===== src/rtl/aes_pkg.sv =====
// Shared Rijndael helpers for the ShiftRows pipeline: byte type, legal block
// widths and the per-row rotate amount.
package aes_pkg;

  typedef logic [7:0] byte_t;

  // Bit n set when NB = n is a supported block width (4, 6, 8).
  localparam logic [8:0] NB_LEGAL = 9'b1_0101_0000;

  function automatic logic nb_legal(int unsigned nb);
    logic [3:0] idx;
    idx = nb[3:0];
    return (nb <= 32'd8) && NB_LEGAL[idx];
  endfunction

  // Rows 2 and 3 rotate one extra position for the 256-bit block.
  function automatic int unsigned shift_amt(int unsigned nb, int unsigned row);
    int unsigned amt;
    amt = row;
    if ((nb == 32'd8) && (row >= 32'd2)) begin
      amt = row + 32'd1;
    end
    return amt;
  endfunction

endpackage


===== src/rtl/sr_permute.sv =====
// Combinational ShiftRows / InvShiftRows byte permutation over NB columns;
// byte 0 is in the MSBs and bytes are packed column-major.
module sr_permute
  import aes_pkg::*;
#(
  parameter int unsigned NB = 4
) (
  input  logic              dec,
  input  logic [32*NB-1:0]  state,
  output logic [32*NB-1:0]  shifted_c
);

  localparam int unsigned W = 32 * NB;

  // Each destination byte picks from a fixed forward or inverse source byte.
  for (genvar c = 0; c < NB; c++) begin : g_col
    for (genvar r = 0; r < 4; r++) begin : g_row
      localparam int unsigned SH  = shift_amt(NB, r);
      localparam int unsigned DST = r + 4 * c;
      localparam int unsigned FWD = r + 4 * ((c + SH) % NB);
      localparam int unsigned INV = r + 4 * ((c + NB - SH) % NB);

      byte_t fwd_b;
      byte_t inv_b;

      assign fwd_b = state[W-1-8*FWD -: 8];
      assign inv_b = state[W-1-8*INV -: 8];
      assign shifted_c[W-1-8*DST -: 8] = dec ? inv_b : fwd_b;
    end
  end

endmodule


===== src/rtl/shiftrows_pipe.sv =====
// Registered ShiftRows / InvShiftRows stage with valid/ready skid buffering.
// Optional performance counters enabled by SHIFTROWS_PIPE_PERF_EN.
module shiftrows_pipe
  import aes_pkg::*;
#(
  parameter int unsigned NB    = 4,
  parameter int unsigned TAG_W = 4
) (
  input  logic              clk,
  input  logic              rst_n,
  input  logic              in_valid,
  output logic              in_ready,
  input  logic              in_dec,
  input  logic [32*NB-1:0]  in_state,
  input  logic [TAG_W-1:0]  in_tag,
  output logic              out_valid,
  input  logic              out_ready,
  output logic [32*NB-1:0]  out_state,
  output logic [TAG_W-1:0]  out_tag
`ifdef SHIFTROWS_PIPE_PERF_EN
  ,
  output logic [31:0]       beat_cnt,
  output logic [31:0]       stall_cnt
`endif
);

  localparam int unsigned W = 32 * NB;

  if (!nb_legal(NB)) begin : g_bad_nb
    $error("shiftrows_pipe: NB must be 4, 6 or 8");
  end
  if (TAG_W < 1) begin : g_bad_tag
    $error("shiftrows_pipe: TAG_W must be at least 1");
  end

  logic [W-1:0]     perm_c;
  logic             main_valid;
  logic             skid_valid;
  logic [W-1:0]     skid_state;
  logic [TAG_W-1:0] skid_tag;
  logic             in_xfer_c;
  logic             out_xfer_c;
  logic             load_main_c;

  sr_permute #(.NB(NB)) u_perm (
    .dec       (in_dec),
    .state     (in_state),
    .shifted_c (perm_c)
  );

  assign in_xfer_c   = in_valid && !skid_valid;
  assign out_xfer_c  = main_valid && out_ready;
  assign load_main_c = !main_valid || out_ready;

  assign in_ready  = !skid_valid;
  assign out_valid = main_valid;

  // Main register refills from skid first so beats keep acceptance order.
  always_ff @(posedge clk or negedge rst_n) begin
    if (!rst_n) begin
      main_valid <= 1'b0;
      out_state  <= '0;
      out_tag    <= '0;
      skid_valid <= 1'b0;
      skid_state <= '0;
      skid_tag   <= '0;
    end else if (load_main_c) begin
      if (skid_valid) begin
        out_state  <= skid_state;
        out_tag    <= skid_tag;
        main_valid <= 1'b1;
        skid_valid <= 1'b0;
      end else if (in_xfer_c) begin
        out_state  <= perm_c;
        out_tag    <= in_tag;
        main_valid <= 1'b1;
      end else begin
        main_valid <= 1'b0;
      end
    end else if (in_xfer_c) begin
      skid_state <= perm_c;
      skid_tag   <= in_tag;
      skid_valid <= 1'b1;
    end
  end

`ifdef SHIFTROWS_PIPE_PERF_EN
  // Free-running transfer and stall counters, wrapping modulo 2^32.
  always_ff @(posedge clk or negedge rst_n) begin
    if (!rst_n) begin
      beat_cnt  <= 32'd0;
      stall_cnt <= 32'd0;
    end else begin
      if (out_xfer_c) begin
        beat_cnt <= beat_cnt + 32'd1;
      end
      if (main_valid && !out_ready) begin
        stall_cnt <= stall_cnt + 32'd1;
      end
    end
  end
`else
  logic unused_c;
  assign unused_c = out_xfer_c;
`endif

endmodule


===== config.mk =====
export PLATFORM = sky130hd
export DESIGN_NAME = shiftrows_pipe
export DESIGN_NICKNAME = d
export VERILOG_FILES = /design/src/rtl/aes_pkg.sv /design/src/rtl/sr_permute.sv /design/src/rtl/shiftrows_pipe.sv
export SDC_FILE = /design/constraint.sdc
export NUM_CORES = 1
export LEC_CHECK = 0
export CAP_MARGIN = 10
export CORE_UTILIZATION = 28
export DETAILED_ROUTE_END_ITERATION = 10
export GPL_TIMING_DRIVEN = 0
export PLACE_DENSITY_LB_ADDON = 0.25
export SYNTH_ARGS = -nofsm -noshare
export SYNTH_HDL_FRONTEND = slang
export SYNTH_SLANG_ARGS = --single-unit

===== constraint.sdc =====
create_clock -name clk -period 2.25 [get_ports clk]
set_clock_uncertainty 0.1 [all_clocks]
set_input_delay 0.5625 -clock clk [delete_from_list [all_inputs] [get_ports clk]]
set_output_delay 0.5625 -clock clk [all_outputs]
set_load 0.02 [all_outputs]

==> run_results.csv, run 1 <==
group,metric,value,unit
status,status,"finished, final reports clean",
sta,achievable-frequency,454,MHz
cts,clk-insertion-delay-late,0.54,ns
worst_setup_path,timing.critical_path.buf_inv,1,
route,initialDrtViolationCount,303,
cts,ctsHtreeMaxLevel,2,
cts,clock_sink_count,266,
pwr,power_frac_comb,0.248,
layout,final_common_cell,"sky130_fd_sc_hd__dfrtp_1",
sta,grt_setup_unrepaired,"false",
placement,numPortBuffers,269,
sta,crit_share_post_route,0.978,
logic_synthesis,synth_fp_nets,1093,
sta,final-setup-viol-count,0,
worst_setup_path,worst_ep_required_time,1.59,ns
worst_setup_path,crit_arrival,1.54,ns
sta,report.final.slew_viol_count,0,
placement,placedInstanceArea,0.0155,mm²
pwr,intPower,11.3,mW
layout,area_delta_synth_final,38.7,%
sta,post_layout_worst_setup_margin,0.0497,ns
pwr,sequentialPowerShare,0.402,
worst_setup_path,worst_path_cell_chain,"clkdlybuf4s50_1",
pwr,power.total,16.0,mW
cts,tritoncts_buffer_count,35,
cts,cts-root-buf,"sky130_fd_sc_hd__clkbuf_16",
global_routing,overflow,0,
logic_synthesis,netlist-cell-type-count,21,
pwr,p_sw,4.66,mW
global_routing,grt_start_max_net_pins,93,
route,routed-via-count,8761,
cts,clkSlewWorstSetupHoldPaths,0.05,ns
placement,dp_slack,-0.684,ns
worst_setup_path,critPathCaptureType,"primary output",
die,rows,75,
cts,clock_tree.buffer_depth,3,
route,dr.pass1.iters,4,
layout,num-nets-final,1406,
logic_synthesis,ys_seq_area_frac,0.551,
logic_synthesis,synthesis.area,0.0121,mm²
placement,dp_hpwl,26500,µm
pwr,p_per_area,953,mW/mm²
pwr,vdd.ir_drop.worst,0.639,mV
layout,final_design_area_no_fill,0.0167,mm²
route,detail-route-antenna-nets,0,
die,design.portCount,271,
pwr,p_clk_frac,0.350,
placement,final_gp_congestion,0.740,
route,drcViolationCount,0,
die,core_area,0.0422,mm²
global_routing,gr-usage-all-layers,0.173,
layout,layout.cells.most_common_list,"266 x sky130_fd_sc_hd__dfrtp_1, 254 x sky130_fd_sc_hd__clkdlybuf4s50_1, 197 x sky130_fd_sc_hd__o21ai_0",
die,die_width,210,µm
route,routedWlPerCell,20.2,µm
layout,n_fill_cell,4125,
route,wirelength,37100,µm
worst_setup_path,slowest_stage_delay_cp,0.67,ns
sta,hold_viol,0,
pwr,power.static_leakage,7.15,nW
sta,relSlewSlack,0.510,
worst_setup_path,crit_path_max_fanout,2,
worst_setup_path,timing.critical_path.from_type,"register",
cts,cts_tree,"built",
logic_synthesis,postSynthRegisterBits,266,
route,post_drt_via_cell_ratio,4.78,
die,fp.dieArea,0.0440,mm²
global_routing,antenna_found_initial,5,
worst_hold_path,worst_hold_path_type,"register to register",
die,die-height,210,µm
logic_synthesis,syn_inst,956,
global_routing,number_of_global_route_vias_before_repair,9470,
sta,tightest_slew,0.735,ns
pwr,netSwitchingFraction,0.292,
global_routing,wire_length_of_the_first_global_routing_pass,57300,µm
die,initial_core_util,0.286,
worst_setup_path,worst-setup-path-type,"register to primary output",
layout,final_layout_size_suffix_gt1_frac,0.165,
job,max_cap_viol_count,0,
logic_synthesis,synth_warnings,0,
worst_setup_path,crit_slowest_cell,"sky130_fd_sc_hd__clkdlybuf4s50_1",
logic_synthesis,synthesis.area_per_instance,12.6,µm²
worst_setup_path,family_with_the_most_delay_on_the_worst_path,"buffers and inverters",
sta,final_period_minus_worst_setup_slack,2.20,ns
==> stage by stage <==
step / setup TNS, ns / cells / util / hold slack [ns]
floorplan: 0 / 956 / - / 0.167
global placement: -3198.11 / 1764 / 0.366 / 0.361
detailed placement: -112.40 / 1766 / 0.367 / 0.370
CTS: 0 / 1829 / 0.395 / 0.382
global route: 0 / 1833 / 0.396 / 0.391
finish: 0 / 1834 / 0.396 / 0.375
==> metal layers <==
layer / vias up / part of all wire / wire length, µm / track usage
met3: 65 / 0.063 / 2330 / 0.0501
met2: 200 / 0.46 / 17100 / 0.276
met5: - / 0.0015 / 57 / 0
met4: 8 / 0.024 / 872 / 0.0569
li1: 4094 / - / - / -
met1: 4394 / 0.45 / 16800 / 0.225
==> final cells by class <==
class | instances | area, µm² | share of cell area
diodes | 2 | 5.00 | 0.000299
plain buffers | 83 | 561 | 0.0335
clock buffers | 53 | 1060 | 0.0631
clock inverters | 8 | 90.1 | 0.00538
inverters | 1 | 3.75 | 0.000224
multi-input cells | 606 | 4890 | 0.292
flip-flops and latches | 266 | 6660 | 0.398
well taps | 539 | 674 | 0.0403
repair buffers | 276 | 2810 | 0.168
==> timing repair <==
action	4_1_cts	5_1_grt
gates resized for setup	19	16
pin swaps	1	1
setup endpoints to repair	78	177
setup buffers	1	3
endpoints found under the hold margin	85	0
hold buffers	1	0
==> synth_stat cells (all sizes together) <==
cell / instances / area (µm²)
or2: 1 / 6.26
mux2i: 132 / 1320
a21o: 8 / 60.1
a2111oi: 8 / 70.1
dfrtp: 266 / 6660
mux2: 180 / 2030
inv: 1 / 3.75
buf: 50 / 404
o21ai: 248 / 1240
nand2b: 1 / 6.26
clkbuf: 33 / 124
nor2b: 10 / 62.6
a21oi: 8 / 40.0
nor4bb: 1 / 10.0
nor2: 9 / 41.3
==> power groups by stage <==
stage                     Combinational, mW  Sequential (mW)  Clock (mW)
after detailed placement               4.02             6.48           0
after CTS                              4.03             6.41        5.77
final                                  3.96             6.41        5.58
after global placement                 3.96             6.46           0
after global routing                   4.30             6.56        5.95
after floorplan                        1.49             6.98           0
==> sequential cells by signal, indices dropped and copies added, names as in the netlist <==
| name | flops |
|---|---|
| out_state | 128 |
| out_valid | 1 |
| out_tag | 4 |
| skid_valid | 1 |
| skid_tag | 4 |
| skid_state | 128 |
==> path summary, 6_finish.rpt <==
check / start / to / slack (ns) / depth (start not counted)
max reg2reg: out_valid / out_state[117] / 0.14 / 6
max in group asynchronous: rst_n / skid_state[40] / 0.31 / 4
min: out_state[117] / out_state[117] / 0.38 / 1
min reg2reg: out_state[117] / out_state[117] / 0.38 / 1
max: out_state[54] / out_state[54] / 0.05 / 1
min in group asynchronous: rst_n / out_tag[3] / 0.46 / 2
==> cells by family after synthesis <==
logic type	synth area share
buffers and inverters	0.0440
AO/OA/AOI/OAI	0.117
AND/OR/NAND/NOR	0.0105
multiplexers	0.277
flip-flops	0.551
Note: power is estimated with default switching activity, not from simulation.
==> run 2: changes to the inputs <==
Settings changed: CORE_UTILIZATION 28 to 50, GPL_TIMING_DRIVEN 0 to not set.
==> run_results.csv, run 2 (synthesis results as in run 1) <==
group,metric,value,unit
worst_setup_path,crit_path_max_fanout,2,
global_routing,met3_usage_grt,0.0507,
die,core_area,0.0235,mm²
global_routing,gr-usage-all-layers,0.247,
placement,placedInstanceArea,0.0153,mm²
worst_hold_path,timing.hold.worst.start,"out_state[114]",
die,die-height,157,µm
route,routed-via-count,8682,
layout,num-nets-final,1365,
cts,clock_sink_count,266,
route,initialDrtViolationCount,430,
sta,hold_viol,0,
worst_setup_path,reg2reg_to,"skid_state[14]",
worst_setup_path,worst-setup-path-type,"register to primary output",
layout,layout.cells.most_common_list,"265 x sky130_fd_sc_hd__dfrtp_1, 256 x sky130_fd_sc_hd__clkdlybuf4s50_1, 197 x sky130_fd_sc_hd__o21ai_0",
sta,achievable-frequency,451,MHz
worst_setup_path,timing.critical_path.buf_inv,1,
cts,clock_tree.buffer_depth,3,
job,max_cap_viol_count,0,
placement,numPortBuffers,270,
sta,relSlewSlack,0.592,
route,routedWlPerCell,19.3,µm
cts,cts_tree,"built",
cts,clk-insertion-delay-late,0.54,ns
global_routing,grt.met2_usage,0.407,
pwr,p_per_area,919,mW/mm²
layout,final_layout_size_suffix_gt1_frac,0.161,
worst_setup_path,crit_arrival,1.55,ns
global_routing,number_of_global_route_vias_before_repair,8959,
status,status,"finished, final reports clean",
route,detail-route-antenna-nets,0,
placement,dp_hpwl,20300,µm
worst_hold_path,hold_end,"out_state[114]",
global_routing,wire_length_of_the_first_global_routing_pass,47900,µm
global_routing,antenna_found_initial,1,
layout,largestRegisters,"out_state (128), skid_state (128)",
die,initial_core_util,0.513,
worst_setup_path,critPathCaptureType,"primary output",
sta,report.final.slew_viol_count,0,
layout,final_design_area_no_fill,0.0163,mm²
cts,clkSlewWorstSetupHoldPaths,0.06,ns
route,drcViolationCount,0,
die,rows,56,
global_routing,grt_use_met1,0.326,
worst_setup_path,timing.critical_path.from_type,"register",
worst_setup_path,timing.reg2reg.worst_path_depth,5,
global_routing,grt_start_max_net_pins,65,
die,die_width,157,µm
route,wirelength,30300,µm
worst_setup_path,timing.reg2reg.setup_slack,0.21,ns
worst_setup_path,slowest_stage_delay_cp,0.66,ns
layout,area_delta_synth_final,34.9,%
worst_setup_path,family_with_the_most_delay_on_the_worst_path,"buffers and inverters",
worst_setup_path,worst_ep_required_time,1.59,ns
worst_setup_path,crit_slowest_cell,"sky130_fd_sc_hd__clkdlybuf4s50_1",
sta,final-setup-viol-count,0,
route,dr.pass1.iters,4,
placement,dp_slack,-0.138,ns
worst_hold_path,min_delay_path_depth,1,
sta,post_layout_worst_setup_margin,0.0343,ns
layout,final_common_cell,"sky130_fd_sc_hd__dfrtp_1",
sta,grt_setup_unrepaired,"false",
sta,fin_setup_tns,0,ns
cts,ctsHtreeMaxLevel,1,
sta,tightest_slew,0.612,ns
route,post_drt_via_cell_ratio,5.53,
worst_hold_path,worst_hold_path_type,"register to register",
sta,crit_share_post_route,0.985,
cts,cts-root-buf,"sky130_fd_sc_hd__clkbuf_16",
pwr,power.static_leakage,7.03,nW
global_routing,grt.busiest_layer,"met2",
sta,final_period_minus_worst_setup_slack,2.22,ns
placement,final_gp_congestion,0.783,
worst_setup_path,worst_path_cell_chain,"clkdlybuf4s50_1",
die,fp.dieArea,0.0248,mm²
cts,tritoncts_buffer_count,29,
pwr,vdd.ir_drop.worst,0.638,mV
global_routing,overflow,0,
worst_setup_path,reg2reg_from,"skid_valid",
die,design.portCount,271,
## run 2: where the power goes
part           switching (mW)  internal [mW]  leakage (nW)
clock network            1.89           2.72         0.455
logic                    1.91           2.00          3.37
registers               0.573           5.87          3.20
total                    4.38           10.6          7.03
## run 2: area by class of cell
type	instances	area [µm²]
diodes	1	2.50
well taps	319	399
flip-flops and latches	266	6660
fillers	1766	7260
repair buffers	324	3370
multi-input cells	606	4910
inverters	1	5.00
clock buffers	47	863
clock inverters	7	66.3
## run 2: worst max-delay path by stage
stage          cells after the start              end          start  slack [ns]
3_5_place_dp                       5   skid_state[27]      out_ready       -0.14
3_3_place_gp                       5    skid_state[9]      out_ready       -0.12
2_1_floorplan                      5  skid_state[123]      out_ready        0.45
5_1_grt                            1    out_state[54]  out_state[54]      0.0005
4_1_cts                            1    out_state[54]  out_state[54]       0.004
6_report                           1    out_state[54]  out_state[54]        0.03
## run 2: timing repair
item | 4_1_cts | 5_1_grt
setup buffers | 0 | 2
hold buffers | 1 | 0
cloned | 0 | 0
endpoints found under the hold margin | 40 | 0
endpoints found under the setup margin | 5 | 8
gates resized for setup | 7 | 7
## run 2: metrics by stage
step | utilization | total power [mW] | cells | hold slack (ns)
6_report | 0.692 | 15.0 | 1571 | 0.378
2_1_floorplan | - | 8.47 | 956 | 0.167
3_5_place_dp | 0.650 | 10.4 | 1513 | 0.369
3_3_place_gp | 0.650 | 10.3 | 1513 | 0.361
4_1_cts | 0.690 | 15.1 | 1568 | 0.383
5_1_grt | 0.692 | 15.7 | 1571 | 0.390
## run 2: per-layer routing
metal,up-vias,share of wire
met4,0,0.030
met3,58,0.062
li1,4004,-
met5,-,0
met2,255,0.48
met1,4365,0.43
==> run 3: changes to the inputs <==
Settings changed: SLEW_MARGIN set to 25.
Clock period 2.25 ns to 2.8 ns, I/O delays scaled along.
==> run_results.csv, run 3 (synthesis results as in run 1) <==
group,metric,value,unit
worst_setup_path,critPathCaptureType,"primary output",
worst_setup_path,worst-setup-path-type,"register to primary output",
cts,ctsHtreeMaxLevel,1,
job,max_cap_viol_count,0,
route,routedWlPerCell,19.4,µm
route,initialDrtViolationCount,475,
route,routed-via-count,8622,
global_routing,grt_start_max_net_pins,83,
global_routing,antenna_found_initial,0,
worst_setup_path,timing.reg2reg.worst_path_depth,4,
worst_setup_path,timing.reg2reg.setup_slack,0.78,ns
worst_setup_path,reg2reg_to,"skid_state[6]",
worst_setup_path,timing.critical_path.buf_inv,2,
global_routing,overflow,0,
worst_setup_path,crit_slowest_cell,"sky130_fd_sc_hd__clkdlybuf4s50_1",
pwr,power.total,11.7,mW
worst_setup_path,crit_path_max_fanout,12,
placement,placedInstanceArea,0.0151,mm²
cts,clkSlewWorstSetupHoldPaths,0.06,ns
worst_hold_path,hold_end,"out_state[115]",
cts,clock_tree.buffer_depth,3,
die,core_area,0.0235,mm²
route,drcViolationCount,0,
status,status,"finished, final reports clean",
pwr,power_frac_comb,0.265,
sta,fin_setup_tns,0,ns
route,post_drt_via_cell_ratio,5.60,
worst_hold_path,worst_hold_path_type,"register to register",
pwr,p_sw,3.44,mW
pwr,p_clk_frac,0.294,
pwr,vdd.ir_drop.worst,0.473,mV
global_routing,gr-usage-all-layers,0.245,
global_routing,number_of_global_route_vias_before_repair,8914,
layout,final_layout_size_suffix_gt1_frac,0.139,
worst_setup_path,crit_arrival,1.83,ns
worst_setup_path,timing.critical_path.from_type,"register",
cts,clk-insertion-delay-late,0.53,ns
layout,largestRegisters,"out_state (128), skid_state (128)",
route,dr.pass1.iters,7,
sta,tightest_slew,0.837,ns
placement,dp_hpwl,19100,µm
die,rows,56,
pwr,power.static_leakage,6.76,nW
placement,final_gp_congestion,0.764,
die,initial_core_util,0.513,
sta,crit_share_post_route,0.940,
pwr,p_per_area,735,mW/mm²
layout,num-nets-final,1338,
worst_setup_path,worst_ep_required_time,2.00,ns
cts,cts_tree,"built",
cts,tritoncts_buffer_count,27,
sta,relSlewSlack,0.442,
sta,final-setup-viol-count,0,
worst_setup_path,critPathLaunch,"skid_valid",
layout,final_design_area_no_fill,0.0160,mm²
layout,area_delta_synth_final,32.2,%
die,die_width,157,µm
pwr,intPower,8.30,mW
sta,hold_viol,0,
sta,grt_setup_unrepaired,"false",
sta,final_period_minus_worst_setup_slack,2.63,ns
die,design.portCount,271,
pwr,netSwitchingFraction,0.293,
cts,cts-root-buf,"sky130_fd_sc_hd__clkbuf_16",
die,fp.dieArea,0.0248,mm²
placement,numPortBuffers,270,
worst_setup_path,reg2reg_from,"skid_valid",
worst_hold_path,timing.hold.worst.start,"out_state[115]",
die,die-height,157,µm
layout,finish.cell_count_without_fillers,1539,
worst_hold_path,min_delay_path_depth,1,
sta,achievable-frequency,380,MHz
route,detail-route-antenna-nets,0,
layout,diodes,0,
worst_setup_path,worst_path_cell_chain,"clkinv_2 > clkdlybuf4s50_1",
placement,placed_cells,1490,
global_routing,wire_length_of_the_first_global_routing_pass,47800,µm
worst_setup_path,family_with_the_most_delay_on_the_worst_path,"buffers and inverters",
sta,report.final.slew_viol_count,0,
route,wirelength,29800,µm
layout,final_common_cell,"sky130_fd_sc_hd__clkdlybuf4s50_1",
pwr,sequentialPowerShare,0.441,
layout,layout.cells.most_common_list,"268 x sky130_fd_sc_hd__clkdlybuf4s50_1, 265 x sky130_fd_sc_hd__dfrtp_1, 197 x sky130_fd_sc_hd__o21ai_0",
worst_setup_path,slowest_stage_delay_cp,0.61,ns
cts,post-cts-setup-buffer-count,0,
cts,clock_sink_count,266,
==> run 3: cell types whose count changed in the layout (fill, tap and decap cells not counted) <==
cell | before | now
sky130_fd_sc_hd__buf_12 | 20 | 18
sky130_fd_sc_hd__diode_2 | 1 | 0
sky130_fd_sc_hd__clkbuf_1 | 11 | 10
sky130_fd_sc_hd__clkdlybuf4s15_2 | 1 | 0
sky130_fd_sc_hd__clkbuf_8 | 7 | 5
sky130_fd_sc_hd__clkinvlp_4 | 1 | 0
sky130_fd_sc_hd__clkdlybuf4s50_1 | 256 | 268
sky130_fd_sc_hd__clkbuf_16 | 29 | 27
sky130_fd_sc_hd__dlymetal6s2s_1 | 7 | 0
sky130_fd_sc_hd__buf_4 | 33 | 10
sky130_fd_sc_hd__dlygate4sd2_1 | 4 | 0
==> run 3: stage by stage <==
step                      utilization  setup slack [ns]  hold WS (ns)
final                           0.678             0.169         0.381
after global routing            0.678             0.113         0.395
after CTS                       0.678             0.140         0.380
after detailed placement        0.642             0.177         0.365
after global placement          0.642             0.189         0.360
after floorplan                     -             0.858         0.304
==> run 3: layout make-up <==
class	instances	area, µm²
Inverter	1	5.00
Clock buffer	42	782
Timing Repair Buffer	299	3150
Fill cell	1814	7580
Tap cell	319	399
Multi-Input combinational cell	606	4910
Sequential cell	266	6660
Clock inverter	6	58.8
==> run 3: repair_timing <==
item	in CTS	in global routing
setup endpoints to repair	0	0
gates resized for setup	0	0
endpoints found under the hold margin	7	0
hold buffers	1	0
==> run 3: metal layers <==
| metal | global-route usage | routed length, µm |
|---|---|---|
| met5 | 0 | 0 |
| met4 | 0.0740 | 729 |
| met3 | 0.0419 | 1820 |
| met2 | 0.402 | 14200 |
| met1 | 0.333 | 13100 |
==> run 3: how the worst max path moves through the flow <==
stage	endpoint	slack [ns]	depth (start not counted)
finish	in_ready	0.17	2
global route	in_ready	0.11	2
CTS	in_ready	0.14	2
detailed placement	skid_state[6]	0.18	5
global placement	skid_state[16]	0.19	5
floorplan	skid_state[123]	0.86	5
==> run 3: power by group through the flow <==
stage / registers, mW / clock network [mW] / logic, mW
after floorplan: 5.61 / 0 / 1.20
after global placement: 5.19 / 0 / 3.06
after detailed placement: 5.23 / 0 / 3.13
after CTS: 5.17 / 3.53 / 3.15
after global routing: 5.28 / 3.68 / 3.35
final: 5.18 / 3.45 / 3.11
